==> src/rtl/sb_io_arb_pkg.sv <==
// Shared types and constants for the SB_IO pad arbiter.
package sb_io_arb_pkg;

    typedef enum logic [1:0] {
        IDLE  = 2'd0,
        GRANT = 2'd1,
        TURN  = 2'd2
    } arb_state_e;

    // Registered output, registered OE, registered input.
    localparam logic [5:0] SB_IO_PIN_TYPE_REG_BIDIR = 6'b1101_00;

    // Ceiling log2, never below 1 so single-value counters still get a bit.
    function automatic int unsigned clog2(input int unsigned value);
        int unsigned w;
        w = 1;
        while ((32'd1 << w) < value) w++;
        return w;
    endfunction

endpackage

==> src/rtl/sb_io_pad_arbiter_if.sv <==
// Requester-side bus of the SB_IO pad arbiter: per-requester control in, grant and read return out.
interface sb_io_pad_arbiter_if #(
    parameter int unsigned N_REQ = 4
) ();
    logic [N_REQ-1:0] req;
    logic [N_REQ-1:0] last;
    logic [N_REQ-1:0] drive;
    logic [N_REQ-1:0] dout;
    logic [N_REQ-1:0] gnt;
    logic             busy;
    logic             din;
    logic [N_REQ-1:0] din_valid;

    modport master (output req, last, drive, dout, input gnt, busy, din, din_valid);
    modport slave  (input req, last, drive, dout, output gnt, busy, din, din_valid);
endinterface

==> src/rtl/sb_io_pad_arbiter_rd_pipe.sv <==
// Fixed-latency shift register with synchronous clear; carries the one-hot read tags
// so each returned pad sample is routed to the requester that asked for it.
module sb_io_rd_pipe #(
    parameter int unsigned WIDTH = 4,
    parameter int unsigned DEPTH = 2
) (
    input  logic             clk,
    input  logic             clr,
    input  logic [WIDTH-1:0] d,
    output logic [WIDTH-1:0] q
);
    logic [DEPTH-1:0][WIDTH-1:0] stage_q;
    logic [DEPTH-1:0][WIDTH-1:0] stage_d;

    always_comb begin
        stage_d    = stage_q;
        stage_d[0] = d;
        for (int k = 1; k < int'(DEPTH); k++) begin
            stage_d[k] = stage_q[k-1];
        end
    end

    always_ff @(posedge clk) begin
        if (clr) begin
            stage_q <= '0;
        end else begin
            stage_q <= stage_d;
        end
    end

    assign q = stage_q[DEPTH-1];
endmodule

==> src/rtl/sb_io_pad_arbiter.sv <==
// Round-robin ownership of one registered SB_IO pad, with released-pad turnaround
// gaps and a tagged read-return path aligned to the pad register latency.
module sb_io_pad_arbiter
    import sb_io_arb_pkg::*;
#(
    parameter int unsigned N_REQ      = 4,
    parameter int unsigned MAX_HOLD   = 16,
    parameter int unsigned TURNAROUND = 1,
    parameter int unsigned RD_LAT     = 2
) (
    input  logic               clk,
    input  logic               rst,
    sb_io_pad_arbiter_if.slave bus,
    output logic               io_d_out_0,
    output logic               io_output_enable,
    output logic               io_clock_enable,
    input  logic               io_d_in_0
);
    localparam int unsigned IDX_W  = clog2(N_REQ);
    localparam int unsigned HOLD_W = clog2(MAX_HOLD);
    localparam int unsigned TURN_W = clog2(TURNAROUND);

    if (N_REQ < 2 || N_REQ > 8 || MAX_HOLD < 1 || TURNAROUND < 1 ||
        (SB_IO_PIN_TYPE_REG_BIDIR[1:0] == 2'b00 && RD_LAT < 2)) begin : g_param_check
        $error("sb_io_pad_arbiter: unsupported parameter set");
    end

    arb_state_e        state_q, state_d;
    logic [N_REQ-1:0]  gnt_q, gnt_d;
    logic [IDX_W-1:0]  owner_q, owner_d;
    logic [IDX_W-1:0]  rr_q, rr_d;
    logic [HOLD_W-1:0] hold_q, hold_d;
    logic [TURN_W-1:0] turn_q, turn_d;
    logic              ce_q, ce_d;

    logic              pick_found;
    logic [IDX_W-1:0]  pick_idx;
    logic [IDX_W-1:0]  cand;
    logic [N_REQ-1:0]  pick_oh;
    logic              granted;
    logic              own_req, own_last, own_drive, own_dout;
    logic              release_c;
    logic [N_REQ-1:0]  rd_tag;
    logic [N_REQ-1:0]  rd_tag_out;

    // First requester at or after the round-robin pointer, wrapping.
    always_comb begin
        pick_found = 1'b0;
        pick_idx   = '0;
        cand       = '0;
        for (int k = 0; k < int'(N_REQ); k++) begin
            cand = IDX_W'((32'(rr_q) + 32'(k)) % N_REQ);
            if (!pick_found && bus.req[cand]) begin
                pick_found = 1'b1;
                pick_idx   = cand;
            end
        end
    end

    assign pick_oh   = N_REQ'(1) << pick_idx;
    assign granted   = (state_q == GRANT);
    assign own_req   = bus.req[owner_q];
    assign own_last  = bus.last[owner_q];
    assign own_drive = bus.drive[owner_q];
    assign own_dout  = bus.dout[owner_q];
    assign release_c = own_last | ~own_req | (hold_q == HOLD_W'(MAX_HOLD - 1));

    always_comb begin
        state_d = state_q;
        gnt_d   = gnt_q;
        owner_d = owner_q;
        rr_d    = rr_q;
        hold_d  = hold_q;
        turn_d  = turn_q;
        ce_d    = 1'b1;
        case (state_q)
            IDLE: begin
                if (pick_found) begin
                    gnt_d   = pick_oh;
                    owner_d = pick_idx;
                    hold_d  = '0;
                    state_d = GRANT;
                end
            end
            GRANT: begin
                hold_d = hold_q + HOLD_W'(1);
                if (release_c) begin
                    gnt_d   = '0;
                    rr_d    = (owner_q == IDX_W'(N_REQ - 1)) ? '0 : owner_q + IDX_W'(1);
                    turn_d  = '0;
                    state_d = TURN;
                end
            end
            TURN: begin
                // Only the last turnaround cycle may hand the pad to the next owner.
                if (turn_q == TURN_W'(TURNAROUND - 1)) begin
                    if (pick_found) begin
                        gnt_d   = pick_oh;
                        owner_d = pick_idx;
                        hold_d  = '0;
                        state_d = GRANT;
                    end else begin
                        state_d = IDLE;
                    end
                end else begin
                    turn_d = turn_q + TURN_W'(1);
                end
            end
            default: begin
                state_d = IDLE;
            end
        endcase
    end

    always_ff @(posedge clk) begin
        if (rst) begin
            state_q <= IDLE;
            gnt_q   <= '0;
            owner_q <= '0;
            rr_q    <= '0;
            hold_q  <= '0;
            turn_q  <= '0;
            ce_q    <= 1'b0;
        end else begin
            state_q <= state_d;
            gnt_q   <= gnt_d;
            owner_q <= owner_d;
            rr_q    <= rr_d;
            hold_q  <= hold_d;
            turn_q  <= turn_d;
            ce_q    <= ce_d;
        end
    end

    // Gated by rst so the SB_IO OE register captures 0 on the reset edge.
    assign io_output_enable = granted & ~rst & own_req & own_drive;
    assign io_d_out_0       = granted & ~rst & own_dout;
    assign io_clock_enable  = ce_q;

    assign rd_tag = (granted & ~rst & own_req & ~own_drive) ? gnt_q : '0;

    sb_io_rd_pipe #(
        .WIDTH (N_REQ),
        .DEPTH (RD_LAT)
    ) u_rd_pipe (
        .clk (clk),
        .clr (rst),
        .d   (rd_tag),
        .q   (rd_tag_out)
    );

    assign bus.gnt       = gnt_q;
    assign bus.busy      = (state_q != IDLE);
    assign bus.din_valid = rd_tag_out;
    assign bus.din       = (|rd_tag_out) & io_d_in_0;
endmodule

==> src/flat_wrapper.sv <==
// flat-port wrapper written by rule: the top's interface ports become plain ports
module sb_io_pad_arbiter_flat import sb_io_arb_pkg::*;
#(
    parameter int unsigned N_REQ      = 4,
    parameter int unsigned MAX_HOLD   = 16,
    parameter int unsigned TURNAROUND = 1,
    parameter int unsigned RD_LAT     = 2
)
  (clk, rst, io_d_out_0, io_output_enable, io_clock_enable, io_d_in_0, bus_req, bus_last, bus_drive, bus_dout, bus_gnt, bus_busy, bus_din, bus_din_valid);
  sb_io_pad_arbiter_if #(.N_REQ(N_REQ)) bus_i ();
  input  logic clk;
  input  logic rst;
  output logic io_d_out_0;
  output logic io_output_enable;
  output logic io_clock_enable;
  input  logic io_d_in_0;
  input wire logic [$bits(bus_i.req)-1:0] bus_req;
  input wire logic [$bits(bus_i.last)-1:0] bus_last;
  input wire logic [$bits(bus_i.drive)-1:0] bus_drive;
  input wire logic [$bits(bus_i.dout)-1:0] bus_dout;
  output wire logic [$bits(bus_i.gnt)-1:0] bus_gnt;
  output wire logic [$bits(bus_i.busy)-1:0] bus_busy;
  output wire logic [$bits(bus_i.din)-1:0] bus_din;
  output wire logic [$bits(bus_i.din_valid)-1:0] bus_din_valid;
  assign bus_i.req = bus_req;
  assign bus_i.last = bus_last;
  assign bus_i.drive = bus_drive;
  assign bus_i.dout = bus_dout;
  assign bus_gnt = bus_i.gnt;
  assign bus_busy = bus_i.busy;
  assign bus_din = bus_i.din;
  assign bus_din_valid = bus_i.din_valid;
  sb_io_pad_arbiter #(.N_REQ(N_REQ), .MAX_HOLD(MAX_HOLD), .TURNAROUND(TURNAROUND), .RD_LAT(RD_LAT)) u_core (.clk(clk), .rst(rst), .bus(bus_i), .io_d_out_0(io_d_out_0), .io_output_enable(io_output_enable), .io_clock_enable(io_clock_enable), .io_d_in_0(io_d_in_0));
endmodule
==> config.mk <==
export PLATFORM = sky130hd
export DESIGN_NAME = sb_io_pad_arbiter_flat
export DESIGN_NICKNAME = d
export VERILOG_FILES = /design/src/rtl/sb_io_arb_pkg.sv /design/src/rtl/sb_io_pad_arbiter_if.sv /design/src/rtl/sb_io_pad_arbiter_rd_pipe.sv /design/src/rtl/sb_io_pad_arbiter.sv /design/src/flat_wrapper.sv
export SDC_FILE = /design/constraint.sdc
export NUM_CORES = 1
export LEC_CHECK = 0
export CAP_MARGIN = 25
export CORE_MARGIN = 3
export CORE_UTILIZATION = 50
export DETAILED_ROUTE_END_ITERATION = 7
export GPL_TIMING_DRIVEN = 0
export PLACE_DENSITY = 0.95
export SYNTH_ARGS = -nofsm -noshare
export SYNTH_HDL_FRONTEND = slang
export SYNTH_SLANG_ARGS = --single-unit
==> constraint.sdc <==
create_clock -name clk -period 5 [get_ports clk]
set_clock_uncertainty 0.2 [all_clocks]
set_input_delay 0.5 -clock clk [delete_from_list [all_inputs] [get_ports clk]]
set_output_delay 0.5 -clock clk [all_outputs]
set_load 0.05 [all_outputs]
==> results of run 1 <==
[cell usage in the layout (no fill, tap or decap), types with 2 or more instances in the layout]
cell type and count:
mux2i_1 2, dfxtp_1 23, buf_6 2, or2_2 3
clkdlybuf4s50_1 31, nand2b_1 8, a32o_1 2, and2_1 5
a21o_2 2, a21oi_1 7, a32o_2 2, nor2b_1 5
and3_1 3, inv_1 3, nor2_1 8, nand2_1 5
nand3_1 2, a21o_1 2, ha_1 2, clkbuf_4 3
mux4_2 3
[cell usage after synthesis (2+ instances only)]
library cell,n
dfxtp_1,23
nand2b_1,8
nor2_1,8
a21oi_1,7
and2_1,5
nand2_1,5
nor2b_1,5
and3_1,3
inv_1,3
mux4_2,3
or2_2,3
a21o_1,2
a21o_2,2
a32o_1,2
a32o_2,2
buf_6,2
ha_1,2
mux2i_1,2
nand3_1,2
[metrics by stage]
step                cell area [um^2]  total power, mW  hold slack [ns]  worst slack [ns]
global placement                1480            0.319            0.223              1.83
detailed placement              1480            0.327            0.227              1.80
finish                          1510            0.409            0.255              1.79
CTS                             1510            0.409            0.256              1.81
floorplan                       1130            0.283            0.214              2.93
global route                    1510            0.427            0.270              1.73
[path summary, 6_finish.rpt]
path,start,end,slack [ns],depth (start not counted)
min,u_core.u_rd_pipe.stage_d[6],u_core.u_rd_pipe.q[2],0.25,1
max,bus_req[3],io_output_enable,1.79,4
max reg2reg,u_core.state_q[0],u_core.rr_q[0],3.07,5
min reg2reg,u_core.u_rd_pipe.stage_d[6],u_core.u_rd_pipe.q[2],0.25,1
[routing by layer]
metal	track usage	up-vias	wire length, um
li1	-	482	-
met1	0.274	510	1200
met2	0.404	27	1590
met3	0.0499	2	111
met4	0.0468	0	12
met5	0	-	0
[worst register-to-register path, stage by stage (launching register included)]
cell and delay (ns):
dfxtp_1 0.41, nor2b_1 0.19, buf_6 0.16, nand2_1 0.15
a2111oi_0 0.57, a31o_2 0.21
[logic make-up (layout without fill, tap and decap cells)]
kind of cell               count (synthesis)  count (layout)
AOI/OAI and AO/OA                         28              28
adders and majority gates                  2               2
buffers and inverters                      6              41
DFF                                       23              23
muxes                                      6               6
and+or+nand+nor                           45              45
[flip-flops by register name, indices dropped and copies added (netlist names)]
signal / flops
u_core.bus.gnt: 4
u_core.hold_q: 4
u_core.u_rd_pipe.q: 4
u_core.u_rd_pipe.stage_d: 4
u_core.owner_q: 2
u_core.rr_q: 2
u_core.state_q: 2
u_core.io_clock_enable: 1
[report_power, final]
part / switching, mW / internal, mW / leakage, nW / total (mW)
logic: 0.0621 / 0.0558 / 0.390 / 0.118
registers: 0.0119 / 0.194 / 0.187 / 0.206
clock network: 0.0558 / 0.0299 / 0.0177 / 0.0857
total: 0.130 / 0.280 / 0.595 / 0.409
[final cells by class]
cell class	count	area, um^2	share of cell area
Buffer	3	30.0	0.0199
Clock buffer	3	22.5	0.0150
Clock inverter	1	5.00	0.00332
Inverter	3	11.3	0.00748
Multi-Input combinational cell	81	633	0.420
Sequential cell	23	460	0.306
Tap cell	27	33.8	0.0224
Timing Repair Buffer	31	310	0.206
==> qor.yml, run 1 <==
ys.flop_type: "dfxtp_1"
drt-wirelength-per-cell_um: 16.9
finalNetCount: 167
critPathCaptureType: "output port"
dp_cells: 168
grt_pass1_wl_mm: 4.55
setup_tns_ns: 0
synth-simple-area-share: 0.223
critical_path_class: "in -> out"
rsz0062_at_grt: "false"
crit_fanout: 8
ys_warn_count: 0
drt_iter0_drc: 26
grt_start_max_net_pins: 14
gp_congestion: 0.961
critical_path_buf_inv_count: 2
fin_util: 0.731
ir_drop_uv: 255
tightest_slew_ns: 0.665
vias: 1021
cts_tree: "built"
die_h_um: 53.6
crit_arrival_ns: 2.51
diodes: 0
htreeDepth: 1
grt.total_usage: 0.225
cts_made_buffers: 3
synth.area.mux_share: 0.100
hold_buffers: 0
rows: 16
routed_via_density: 5.94
outcome: "completed"
slowest_delay_ns: 0.70
ios: 32
power.leakage_nw: 0.595
syn_area_per_cell_um2: 10.3
min_period_ns: 3.21
synth_edf_count: 0
yosysTopAreaCellShare: 0.406
slew_headroom: 0.545
cts_buffer_depth: 2
syn2layout_area_growth_pct: 32.7
hpwl_mm: 2.28
grt_pass1_vias: 956
root_buffer: "clkbuf_4"
cp_common_cell: "clkdlybuf4s50_1"
cp.required_ns: 4.30
synth_compound_area_frac: 0.213
hp-class: "reg -> reg"
ys_types: 40
ys_async_sr_fraction: 0
synth_area_um2: 1130
slew_viol_final: 0
p_per_area_nw_per_um2: 272
synth_seq_area_share: 0.406
hold_viol: 0
worstPathCellList: "clkdlybuf4s50_1 -> mux4_1 -> and3_1 -> clkdlybuf4s50_1"
netlist_instances: 110
die_x_um: 53.6
maxCapViolCount: 0
synth_top_family_by_area: "simple AND/OR/NAND/NOR gates"
antenna_found_initial: 0
gr-total-overflow: 0
wl_mm: 2.91
synthXorXnorAreaFrac: 0
insertion_delay_ns: 0.31
setup_viol: 0
synthAdderAreaFrac: 0.0221
synth-seq-cells: 23
cp_top_family: "buffers and inverters"
core_area_um2: 2060
nFillCells: 150
fin_crit_sh: 0.642
postRouteAntennaNets: 0
detail_route.drc_violations: 0
clock-sinks: 23
slowest_stage: "clkdlybuf4s50_1"
synth_nets: 131
portBuffers: 31
cp-start-kind: "primary input"
drive_gt1_frac: 0.152
clock.fmax_mhz: 311
cts_setup_buffers: 0
path_clk_slew_ns: 0.13
dieArea_um2: 2880
ys_top_cells_by_area: "dfxtp_1 (41%), mux4_2 (6.0%), nand2b_1 (4.4%)"
yosysTopAreaCell: "dfxtp_1"
initial_core_util: 0.550
instances_no_fill: 172
first_pass_iters: 4
post_cts_resized: 0
Power figures use the tool's default switching activity.
==> inputs of run 2 (changes only) <==
- CORE_UTILIZATION: 50 -> 42
- PLACE_DENSITY: 0.95 -> 0.86
- clock period: 5 -> 2.7 ns (I/O delays scaled with it)
==> run 2 against run 1 <==
- non-clock buffer count unchanged
- final cell count up 1.7%
- critical path depth unchanged
- sequential cell count unchanged
- register-to-register slack worse by 2.2 ns
- via count is 3.1% lower
- die area grew 17%
- sequential power increased by 85%
- design area did not move
- combinational power grew 81%
- global-route usage shrank 5.7 points
- total power increased by 84%
- critical endpoint unchanged
==> qor.yml, run 2 (synthesized netlist as in run 1, its figures left out) <==
fin_crit_sh: 0.918
grt_pass1_wl_mm: 4.35  # -4.5%
hold_buffers: 0  # unchanged
rrSetupSlack_ns: 0.87  # -2.20 ns
dp_cells: 171  # +1.8%
rows: 18  # +2
drt_iter0_drc: 17  # -35%
crit_arrival_ns: 2.01  # -0.50 ns
final_cell_mix: "clkdlybuf4s50_1 (29), dfxtp_1 (23), nor2_1 (8), nand2b_1 (8), a21oi_1 (7)"
first_pass_iters: 4  # unchanged
cp-start-kind: "register"
core_area_um2: 2520  # +22%
intPower_uw: 519  # +86%
die_h_um: 58.0  # +8.1%
fin_area_um2: 1510  # unchanged
cts_tree: "built"
cp.required_ns: 2.23  # -2.07 ns
finalNetCount: 167  # unchanged
drt-wirelength-per-cell_um: 14.5  # -14%
drive_gt1_frac: 0.145  # -0.00690
antenna_found_initial: 0  # unchanged
slew_viol_final: 0  # unchanged
htreeDepth: 1  # unchanged
vias: 989  # -3.1%
nFillCells: 223  # +49%
critical_path_class: "reg -> out"
placed_cell_area_um2: 1480  # +0.25%
p_sw_uw: 233  # +80%
hold_end: "u_core.u_rd_pipe.q[1]"
path_clk_slew_ns: 0.12  # about the same
tightest_slew_ns: 0.593  # -0.0714 ns
hpwl_mm: 2.06  # -9.7%
grt_pass1_vias: 971  # +1.6%
r2r-end: "u_core.bus.gnt[0]"
gp_congestion: 0.778  # -19%
hp-class: "reg -> reg"
power_frac_comb: 0.283  # -0.005
switching_share: 0.310  # -0.00708
wl_mm: 2.54  # -13%
rsz0062_at_grt: "false"
diodes: 0  # unchanged
p_per_area_nw_per_um2: 499  # +84%
crit_fanout: 6  # -2
root_buffer: "clkbuf_4"
cts_made_buffers: 3  # unchanged
clock-sinks: 23  # unchanged
setup_viol: 0  # unchanged
reg2reg_depth: 4  # -1
routed_via_density: 5.65  # -4.8%
syn2layout_area_growth_pct: 32.7  # unchanged
die_x_um: 58.0  # +8.1%
grt_start_max_net_pins: 13  # -1
power.leakage_nw: 0.601  # +1.0%
holdPathStages: 1  # unchanged
detail_route.drc_violations: 0  # unchanged
insertion_delay_ns: 0.31  # about the same
dpl_worst_slack_ns: -0.0273  # -1.83 ns
slew_headroom: 0.601  # +0.0554
gr-total-overflow: 0  # unchanged
critPathCaptureType: "output port"
final_common_cell: "clkdlybuf4s50_1"
dieArea_um2: 3360  # +17%
hold_viol: 0  # unchanged
ios: 32  # unchanged
instances_no_fill: 175  # +1.7%
maxCapViolCount: 0  # unchanged
grt.total_usage: 0.168  # -0.0570
hp-start: "u_core.u_rd_pipe.stage_d[5]"
layout_setup_ws_ns: 0.222  # -1.57 ns
initial_core_util: 0.450  # -0.100
min_period_ns: 2.48
postRouteAntennaNets: 0  # unchanged
cts_buffer_depth: 2  # unchanged
power_frac_clock: 0.210  # about the same
ir_drop_uv: 347  # +36%
outcome: "completed"
clock.fmax_mhz: 404
timing.rr.start: "u_core.owner_q[1]"
portBuffers: 31  # unchanged
seqPwrFrac: 0.507  # +0.005
run 2: cell count changes in the layout (fill, tap and decap cells not counted), sizes merged:
cell and delta:
clkbuf +1, clkdlybuf4s50 -2, clkinv -1, dlygate4sd2 +2
run 2: worst max path at each step:
| stage | from | end | slack (ns) | cells past startpoint |
|---|---|---|---|---|
| after floorplan | u_core.owner_q[1] | io_output_enable | 0.86 | 3 |
| after global placement | bus_req[3] | io_output_enable | 0.02 | 4 |
| after detailed placement | bus_req[3] | io_output_enable | -0.03 | 4 |
| after CTS | u_core.owner_q[1] | io_output_enable | 0.20 | 4 |
| after global routing | u_core.owner_q[1] | io_output_enable | 0.12 | 4 |
| final | u_core.owner_q[1] | io_output_enable | 0.22 | 4 |
run 2: worst max-delay path, cell delays in order, from the launching register on:
cell and delay (ns):
dfxtp_1 0.35, buf_4 0.16, mux4_1 0.58, and3_1 0.20, dlygate4sd2_1 0.42
run 2: per-layer routing:
layer	up-vias	share of wire	track usage
met4	0	0	0.0430
li1	485	-	-
met5	-	0	0
met1	475	0.41	0.186
met3	0	0.044	0.0468
met2	29	0.55	0.313
run 2: per-stage QoR:
stage           util  setup TNS [ns]  total power, mW  hold slack (ns)
3_3_place_gp   0.588               0            0.593            0.225
6_report       0.597               0            0.752            0.248
5_1_grt        0.597               0            0.791            0.256
3_5_place_dp   0.588         -0.0273            0.602            0.227
2_1_floorplan      -               0            0.525            0.175
4_1_cts        0.597               0            0.761            0.253
run 2: power groups by stage:
stage / sequential, mW / combinational [mW] / clock [mW]
floorplan: 0.405 / 0.120 / 0
global placement: 0.387 / 0.206 / 0
detailed placement: 0.389 / 0.213 / 0
CTS: 0.381 / 0.213 / 0.167
global route: 0.384 / 0.230 / 0.177
finish: 0.381 / 0.213 / 0.158
run 2: area by class of cell:
cell class / instances / area, um^2 / share of cell area
multi-input cells: 81 / 633 / 0.420
flip-flops and latches: 23 / 460 / 0.306
repair buffers: 31 / 308 / 0.204
well taps: 30 / 37.5 / 0.0249
plain buffers: 3 / 30.0 / 0.0199
clock buffers: 4 / 26.3 / 0.0174
inverters: 3 / 11.3 / 0.00748
run 2: timing repair:
| item | CTS | global route |
|---|---|---|
| gates resized for setup | 2 | 0 |
| endpoints found under the setup margin | 2 | 0 |
| buffers inserted | 0 | 0 |
==> inputs of run 3 (changes only) <==
- CELL_PAD_IN_SITES_DETAIL_PLACEMENT: unset -> 0
- CELL_PAD_IN_SITES_GLOBAL_PLACEMENT: unset -> 2
- CORE_UTILIZATION: 42 -> 26
- PLACE_DENSITY: 0.86 -> 0.87
==> run 3 against run 2 <==
- non-clock buffer count unchanged
- sequential cell count unchanged
- critical path depth unchanged
- design area up 3.2%
- wire length up 0.39%
- critical endpoint unchanged
- largest cell class unchanged
- first-iteration DRC count rose to 3.4 times the previous value
==> qor.yml, run 3 (synthesized netlist as in run 1, its figures left out) <==
fin_crit_sh: 0.903  # -0.0146
seqPwrFrac: 0.475  # -0.032
hp-class: "reg -> reg"
clock.fmax_mhz: 410  # +1.6%
gp_congestion: 0.779  # +0.13%
p_per_area_nw_per_um2: 515  # +3.2%
finalNetCount: 167  # unchanged
layout_setup_ws_ns: 0.261  # +0.0395 ns
path_clk_slew_ns: 0.08  # -0.04 ns
grt_pass1_vias: 956  # -1.5%
hold_viol: 0  # unchanged
rsz0062_at_grt: "false"
critical_path_class: "in -> out"
detail_route.drc_violations: 0  # unchanged
grt.total_usage: 0.111  # -0.0575
final_common_cell: "clkdlybuf4s50_1"
antenna_found_initial: 0  # unchanged
gr-total-overflow: 0  # unchanged
hpwl_mm: 2.08  # +0.78%
die_x_um: 72.1  # +24%
worstPathCellList: "clkdlybuf4s50_1 -> mux4_1 -> and3_1 -> dlygate4sd2_1"
initial_core_util: 0.276  # -0.174
postRouteAntennaNets: 0  # unchanged
slew_viol_final: 0  # unchanged
power.leakage_nw: 0.625  # +3.9%
htreeDepth: 1  # unchanged
rows: 23  # +5
maxCapViolCount: 0  # unchanged
holdWs_ns: 0.243  # -0.00523 ns
vias: 955  # -3.4%
slew_headroom: 0.660  # +0.0591
drive_gt1_frac: 0.152  # +0.00690
fin_util: 0.378  # -0.219
grt_start_max_net_pins: 14  # +1
cts_tree: "built"
crit_fanout: 8  # +2
tightest_slew_ns: 0.496  # -0.0974 ns
outcome: "completed"
cts_made_buffers: 3  # unchanged
crit_arrival_ns: 1.97  # -0.04 ns
cp-start-kind: "primary input"
total_power_uw: 801  # +6.6%
wl_mm: 2.55  # +0.39%
die_h_um: 72.1  # +24%
clock-sinks: 23  # unchanged
core_area_um2: 4120  # +63%
critPathCaptureType: "output port"
root_buffer: "clkbuf_8"
ir_drop_uv: 182  # -48%
first_pass_iters: 4  # unchanged
p_sw_uw: 237  # +1.7%
intPower_uw: 564  # +8.7%
setup_viol: 0  # unchanged
routed_via_density: 4.90  # -13%
switching_share: 0.296  # -0.0141
drt_iter0_drc: 58  # +41
diodes: 0  # unchanged
cts_setup_buffers: 0  # unchanged
cp.required_ns: 2.23  # about the same
dpl_worst_slack_ns: -0.0254  # +0.00194 ns
insertion_delay_ns: 0.26  # -0.05 ns
cts_buffer_depth: 2  # unchanged
slowest_delay_ns: 0.55  # -0.03 ns
grt_pass1_wl_mm: 4.48  # +3.0%
syn2layout_area_growth_pct: 37.0
slowest_stage: "mux4_1"
min_period_ns: 2.44  # -0.0395 ns
power_frac_comb: 0.262  # -0.021
dieArea_um2: 5190  # +54%
final_cell_mix: "clkdlybuf4s50_1 (29), dfxtp_1 (23), nor2_1 (8), nand2b_1 (8), a21oi_1 (7)"
portBuffers: 31  # unchanged
ios: 32  # unchanged
power_frac_clock: 0.263  # +0.053
drt-wirelength-per-cell_um: 13.1  # -9.9%
run 3: cell types whose count changed in the layout (fill, tap and decap cells not counted):
| cell | before | now |
|---|---|---|
| clkbuf_1 | 1 | 0 |
| clkbuf_4 | 3 | 0 |
| clkbuf_8 | 0 | 3 |
| clkinv_2 | 0 | 1 |
| dlygate4sd2_1 | 2 | 1 |
| dlymetal6s2s_1 | 0 | 1 |
run 3: path summary, 6_finish.rpt:
kind / from / endpoint / slack, ns / depth (start not counted)
max: bus_req[3] / io_output_enable / 0.26 / 4
min: u_core.u_rd_pipe.stage_d[4] / u_core.u_rd_pipe.q[0] / 0.24 / 1
max reg2reg: u_core.owner_q[1] / u_core.bus.gnt[3] / 0.89 / 4
min reg2reg: u_core.u_rd_pipe.stage_d[4] / u_core.u_rd_pipe.q[0] / 0.24 / 1
run 3: area by class of cell:
type / instances / area (um^2)
fill: 410 / 2560
buffer: 3 / 30.0
timing repair buffer: 31 / 312
multi-input combinational: 81 / 633
clock inverter: 1 / 5.00
sequential: 23 / 460
clock buffer: 3 / 41.3
tap: 50 / 62.6
inverter: 3 / 11.3
run 3: routing by layer:
metal | track usage | up-vias | wire length [um]
li1 | - | 484 | -
met1 | 0.153 | 449 | 1180
met2 | 0.168 | 18 | 1250
met3 | 0.0180 | 4 | 79
met4 | 0.0501 | 0 | 38
met5 | 0 | - | 0
run 3: per-stage QoR:
| step | TNS (ns) | instances | area [um^2] |
|---|---|---|---|
| floorplan | 0 | 110 | 1130 |
| global placement | -0.0222 | 191 | 1510 |
| detailed placement | -0.0254 | 191 | 1510 |
| CTS | 0 | 195 | 1550 |
| global route | 0 | 195 | 1560 |
| finish | 0 | 195 | 1560 |
run 3: repair_timing:
action,4_1_cts,5_1_grt
pin swaps,0,0
setup endpoints to repair,1,1
hold buffers,0,0
endpoints found under the hold margin,0,0
gates resized for setup,1,1
run 3: worst max-delay path: cells and delay by family:
kind                   cells  cell delay (ns)
and+or+nand+nor            1             0.19
muxes                      1             0.55
buffers and inverters      2             0.96
run 3: power by group through the flow:
| stage | Sequential (mW) | Combinational [mW] | Clock [mW] |
|---|---|---|---|
| 2_1_floorplan | 0.405 | 0.120 | 0 |
| 3_3_place_gp | 0.388 | 0.210 | 0 |
| 3_5_place_dp | 0.389 | 0.212 | 0 |
| 4_1_cts | 0.381 | 0.212 | 0.220 |
| 5_1_grt | 0.385 | 0.228 | 0.235 |
| 6_report | 0.380 | 0.210 | 0.210 |
